--- src/rtl/dmem_arbiter.sv ---
// Shares one data memory between the pipeline (port A, default priority) and a
// secondary requester (port B) that is force-granted after MAX_WAIT denied cycles.
module dmem_arbiter #(
    parameter int DW       = 22,
    parameter int AW       = 22,
    parameter int MAX_WAIT = 4
) (
    input  logic          clk,
    input  logic          rst,
    input  logic          a_req,
    input  logic          a_we,
    input  logic [AW-1:0] a_addr,
    input  logic [DW-1:0] a_wdata,
    output logic          a_gnt,
    output logic          a_stall,
    output logic          a_rvalid,
    output logic [DW-1:0] a_rdata,
    input  logic          b_req,
    input  logic          b_we,
    input  logic [AW-1:0] b_addr,
    input  logic [DW-1:0] b_wdata,
    output logic          b_gnt,
    output logic          b_rvalid,
    output logic [DW-1:0] b_rdata,
    output logic          mem_we,
    output logic [AW-1:0] mem_addr,
    output logic [DW-1:0] mem_wdata,
    input  logic [DW-1:0] mem_rdata
);

    typedef enum logic [1:0] {
        OWN_NONE = 2'd0,
        OWN_A    = 2'd1,
        OWN_B    = 2'd2
    } rd_own_e;

    localparam logic [3:0] WAIT_LIMIT = 4'(MAX_WAIT);

    logic [3:0]    wait_cnt_q, wait_cnt_d;
    rd_own_e       rd_own_q, rd_own_d;
    logic [AW-1:0] addr_q, addr_d;
    logic [DW-1:0] wdata_q, wdata_d;
    logic [DW-1:0] a_rdata_q, a_rdata_d;
    logic [DW-1:0] b_rdata_q, b_rdata_d;
    logic          force_b;

    // Grants are held low while reset is asserted so the memory sees no access.
    always_comb begin
        force_b = b_req && (wait_cnt_q == WAIT_LIMIT);
        a_gnt   = 1'b0;
        b_gnt   = 1'b0;
        if (rst) begin
            if (force_b) begin
                b_gnt = 1'b1;
            end else if (a_req) begin
                a_gnt = 1'b1;
            end else if (b_req) begin
                b_gnt = 1'b1;
            end
        end
    end

    assign a_stall = a_req & ~a_gnt;

    always_comb begin
        mem_we     = 1'b0;
        addr_d     = addr_q;
        wdata_d    = wdata_q;
        rd_own_d   = OWN_NONE;
        wait_cnt_d = wait_cnt_q;
        if (a_gnt) begin
            mem_we  = a_we;
            addr_d  = a_addr;
            wdata_d = a_wdata;
            if (!a_we) rd_own_d = OWN_A;
        end else if (b_gnt) begin
            mem_we  = b_we;
            addr_d  = b_addr;
            wdata_d = b_wdata;
            if (!b_we) rd_own_d = OWN_B;
        end
        if (!b_req || b_gnt) begin
            wait_cnt_d = 4'd0;
        end else if (wait_cnt_q != WAIT_LIMIT) begin
            wait_cnt_d = wait_cnt_q + 4'd1;
        end
    end

    // Idle cycles replay the last address/data so the memory bus does not toggle.
    assign mem_addr  = addr_d;
    assign mem_wdata = wdata_d;

    always_comb begin
        a_rdata_d = a_rdata_q;
        b_rdata_d = b_rdata_q;
        if (rd_own_q == OWN_A) a_rdata_d = mem_rdata;
        if (rd_own_q == OWN_B) b_rdata_d = mem_rdata;
    end

    assign a_rvalid = (rd_own_q == OWN_A);
    assign b_rvalid = (rd_own_q == OWN_B);
    assign a_rdata  = a_rdata_d;
    assign b_rdata  = b_rdata_d;

    always_ff @(posedge clk or negedge rst) begin
        if (!rst) begin
            wait_cnt_q <= 4'd0;
            rd_own_q   <= OWN_NONE;
            addr_q     <= '0;
            wdata_q    <= '0;
            a_rdata_q  <= '0;
            b_rdata_q  <= '0;
        end else begin
            wait_cnt_q <= wait_cnt_d;
            rd_own_q   <= rd_own_d;
            addr_q     <= addr_d;
            wdata_q    <= wdata_d;
            a_rdata_q  <= a_rdata_d;
            b_rdata_q  <= b_rdata_d;
        end
    end

endmodule

--- config.mk ---
export PLATFORM = sky130hd
export DESIGN_NAME = dmem_arbiter
export DESIGN_NICKNAME = d
export VERILOG_FILES = /design/src/rtl/dmem_arbiter.sv
export SDC_FILE = /design/constraint.sdc
export NUM_CORES = 1
export LEC_CHECK = 0
export ABC_AREA = 1
export CORE_MARGIN = 2
export CORE_UTILIZATION = 37
export CTS_CLUSTER_SIZE = 40
export DETAILED_ROUTE_END_ITERATION = 10
export PLACE_DENSITY = 0.76
export SETUP_SLACK_MARGIN = 0.02
export SLEW_MARGIN = 30
export SYNTH_ARGS = -nofsm -noshare
export SYNTH_HDL_FRONTEND = slang
export SYNTH_SLANG_ARGS = --single-unit
--- constraint.sdc ---
create_clock -name clk -period 1.8 [get_ports clk]
set_clock_uncertainty 0.1 [all_clocks]
set_input_delay 0.36 -clock clk [delete_from_list [all_inputs] [get_ports clk]]
set_output_delay 0.36 -clock clk [all_outputs]
set_load 0.01 [all_outputs]
After elaboration in Yosys (flattened, before gate mapping)
Cells that the tools add are included.
W data, S select, Z words.
- output and inout port bits: 94
- logic and storage cells: 38
- bits in registers: 94
- bitwise logic cells: 2
- add/subtract/negate cells: 1
- mux-type cells: 21
- equality and inequality tests: 4
- reduce and logical (&&, ||, !) cells: 4
- operators with widths (cell ; number):
    $mux W22 ; 6
    $mux W1 ; 10
    $mux W4 ; 2
    $mux W2 ; 3
    $add A4 B1 Y4 const B ; 1
    $eq A4 B3 Y1 const B ; 1
    $ne A4 B3 Y1 const B ; 1
    $eq A2 B1 Y1 const B ; 1
    $eq A2 B2 Y1 const B ; 1
    $reduce_bool A2 Y1 ; 1
    $and A1 B1 Y1 ; 1
    $logic_and A1 B1 Y1 ; 1
    $logic_not A1 Y1 ; 1
    $logic_or A1 B1 Y1 ; 1
    $not A1 Y1 ; 1

Longest topological paths before layout
- depth after elaboration: 6
- mapped depth: 10

Worst setup path before layout
Ideal clock, no wire load.
- kind: reg2out
- start: reg wait_cnt_q[0]
- end: out mem_addr[0]
- data arrival time: 1382 ps
- buffers on the path: 2
- slack: -42 ps
- required time: 1340 ps
- stages on the path, launching flop included: 10
- path through: dfrtp_1 -> inv_1 -> ha_1 -> nand4_1 -> nand2_2 -> inv_2 -> buf_6 -> buf_2 -> nand2_1 -> nand2_1
- cells in the longest elaborated chain, start to end: 6
- elaborated cells on any way between the ends: 8
- classes of those cells: 1 x eq/ne; 6 x mux; 1 x reduce/logical
- RTL lines (item ; RTL line ; source):
    start, declared ; 39 ; logic [3:0] wait_cnt_q, wait_cnt_d;
    start signal, assigned ; 114 ; wait_cnt_q <= wait_cnt_d;
    $eq A4 B3 Y1 (*) ; 49 ; force_b = b_req && (wait_cnt_q == WAIT_LIMIT);
    $logic_and A1 B1 Y1 (*) ; 49 ;
    $mux W1 ; 53 ; if (force_b) begin
    $mux W1 ; 52 ; if (rst) begin
    $mux W22 ; 76 ; end else if (b_gnt) begin
    $mux W22 (*) ; 71 ; if (a_gnt) begin
    end, declared ; 26 ; output logic [AW-1:0] mem_addr,
Mark *: on every way between the ends. The rest lies on a longest branch, timed or not.

Final worst setup path
- start: in b_req
- end: out mem_addr[0]
- cells in the longest elaborated chain, start to end: 6
- elaborated cells on any way between the ends: 9
- classes of those cells: 8 x mux; 1 x reduce/logical
- RTL lines (item ; RTL line ; source):
    start, declared ; 18 ; input logic b_req,
    $mux W1 ; 57 ; end else if (b_req) begin
    $mux W1 ; 55 ; end else if (a_req) begin
    $mux W1 ; 53 ;
    $mux W1 ; 52 ;
    $mux W22 ; 76 ;
    $mux W22 (*) ; 71 ;
Marks and branches as above.

==> impl_metrics.ini <==
[timing]
rsz0062_at_grt = yes
setup_viol = 95
final-max-slew-violation-count = 0
fmaxAchievable_mhz = 420
finalCritPeriodShare = 1.32
hold_viol = 0
min_period_ns = 2.38
worst_pin_slew_ns = 0.831
maxSlewHeadroom = 0.446
setup_ws_ns = -0.580

[logic_synthesis]
synth_mux_area_frac = 0
synth_top_family_by_area = simple AND/OR/NAND/NOR gates
synth-simple-area-share = 0.269
syn_inst = 583
seq_area_frac_synth = 0.527
ys_dominant_reg_cell = dfrtp_1
syn_avg_cell_area_um2 = 7.65
synth-edff-count = 0
yosysMostFrequentCell = nand2_1
synth_compound_area_frac = 0.0544
synth-seq-cells = 94
post_synth_num_cell_types = 21
synthTopCellsByCount = nand2_1 (186), inv_1 (118), dfrtp_1 (94)
synth_top_area_share = 0.527
syn_nets = 701
ys_warn_count = 0
synth_fa_ha_area_frac = 0.00561
netlist_area_um2 = 4460
async_reset_ff_frac = 1.00
synth_top_cell_by_area = dfrtp_1
synthXorXnorAreaFrac = 0.00393
synth.top_cells.by_area = dfrtp_1 (53%), nand2_1 (16%), nand3_1 (10%)

[setup_path]
path_buf_inv = 4
slowest_stage = clkdlybuf4s50_1
start_kind = primary input
worstSetupEndpointType = primary output
crit_type = primary input to primary output
r2r-start = wait_cnt_q[1]
cp.required_ns = 1.34
arrival_ns = 1.92
cp_top_family = buffers and inverters
rrSetupSlack_ns = -0.57
r2r_cells = 16
crit_path_start = b_req
r2r_end = addr_q[6]
cpMostUsedCell = buf_6
slowest_delay_ns = 0.56
path_cells = clkdlybuf4s50_1 > nand4_1 > nand2_4 > buf_6 > buf_16 > nand3_2 > nand2_2 > buf_6
cp_max_fo = 8

[global_routing]
grt_use_total = 0.227
gr-total-overflow = 0
grt_first_pass_wirelength_mm = 23.2
antenna_found_initial = 0
grt_pass1_vias = 4942
grt_max_degree = 67

[routing]
via_per_inst = 4.95
drt_pre_antenna_iters = 4
drt-total-wl_mm = 19.3
wl_per_cell_um = 18.0
post-route-drc-count = 0
drt_iter0_drc = 237
vias = 5316
ant_nets = 0

[finish]
fin_cells = 1075
nets = 1042
fin_area_um2 = 9390
syn2layout_area_growth_pct = 111
antenna_cells = 0
multiInputGateArea_um2 = 2410
fillers = 716
drive_above_1_share = 0.472
regArea_um2 = 2350

[cts]
clk_pin_slew_worst_paths_ns = 0.07
cts-htree-levels = 3
cts_tree = built
root_buffer = clkbuf_16
clock_latency_ns = 0.33
numCtsBuffers = 9
cts.sinks = 94
cts_buffer_depth = 2

[power_and_ir_drop]
irDropWorstVdd_uv = 613
leakage_nw = 4.86
powerDensity_nw_per_um2 = 847
power.total_mw = 7.95

[place]
dp_cells = 981
place_area_um2 = 7280
gp_congestion = 0.851
hpwl_mm = 9.88
portBuffers = 209

[die]
die_w_um = 114
core_um2 = 11900
die_h_um = 114
num_rows = 40
ioPinCount = 210
die_area_um2 = 13000
start_util = 0.375

[hold_path]
hold_path.class = primary input to async pin

[job]
maxCapViolations = 0

[outcome]
violations = negative setup slack
outcome = finished, violations left
[layout make-up]
cell class | instances | area share
clock inverter | 5 | 0.00373
sequential | 94 | 0.250
clock buffer | 10 | 0.0254
inverter | 122 | 0.0506
multi-input combinational | 337 | 0.256
tap | 147 | 0.0196
timing repair buffer | 360 | 0.394
[placed cells by master, fill, tap and decap left out, types with 34 or more instances in the layout]
cell             synthesis  final
inv_1                  118    113
clkdlybuf4s50_1          0    113
nand2_1                186    111
buf_4                    0     97
dfrtp_1                 94     94
buf_6                    5     74
nand2_2                  1     63
nand3_1                 89     42
nand3_2                  1     39
buf_2                   13     34
[sequential cells by signal, indices dropped and copies added (netlist names)]
signal	count
wdata_q	22
rd_own_q	2
b_rdata_q	22
wait_cnt_q	4
addr_q	22
a_rdata_q	22
[kinds of logic after synthesis]
kind of cell | after synthesis
AOI/OAI and AO/OA | 48
xor gates and xnor gates | 2
adders and majority gates | 2
buffers and inverters | 152
DFF | 94
and+or+nand+nor | 285
[what timing repair did]
action | CTS | global route
endpoints found under the setup margin | 94 | 101
hold buffers | 1 | 0
gates resized for setup | 373 | 325
gates cloned | 6 | 16
pin swaps | 20 | 49
setup buffers | 12 | 44
hold endpoints to repair | 19 | 0
[how the worst max path moves through the flow]
stage	end	slack, ns	cells after the start
6_report	mem_addr[0]	-0.58	8
5_1_grt	mem_wdata[5]	-0.65	11
4_1_cts	mem_wdata[8]	-0.59	9
3_5_place_dp	mem_wdata[1]	-0.87	9
3_3_place_gp	mem_wdata[14]	-0.84	9
2_1_floorplan	a_rdata[0]	-0.02	4
[per-layer routing]
layer / global-route usage / routed length [um] / up-vias
li1: - / - / 2443
met2: 0.412 / 10300 / 254
met1: 0.266 / 6930 / 2565
met3: 0.0446 / 1250 / 54
met5: 0 / 0 / -
met4: 0.0837 / 825 / 0
[per-stage QoR]
| stage | util | setup TNS [ns] | setup slack, ns | hold WS (ns) |
|---|---|---|---|---|
| floorplan | - | -0.365 | -0.0210 | -0.0356 |
| global placement | 0.611 | -54.36 | -0.843 | 0.192 |
| detailed placement | 0.611 | -56.62 | -0.872 | 0.201 |
| CTS | 0.656 | -34.94 | -0.588 | 0.183 |
| global route | 0.789 | -41.50 | -0.647 | 0.242 |
| finish | 0.789 | -35.26 | -0.580 | 0.163 |
[power by group]
group / total, mW / switching (mW) / internal [mW]
Combinational: 3.49 / 1.61 / 1.88
Clock: 1.79 / 0.816 / 0.970
Sequential: 2.68 / 0.175 / 2.51
No activity file was read; power rests on OpenSTA's default activity.
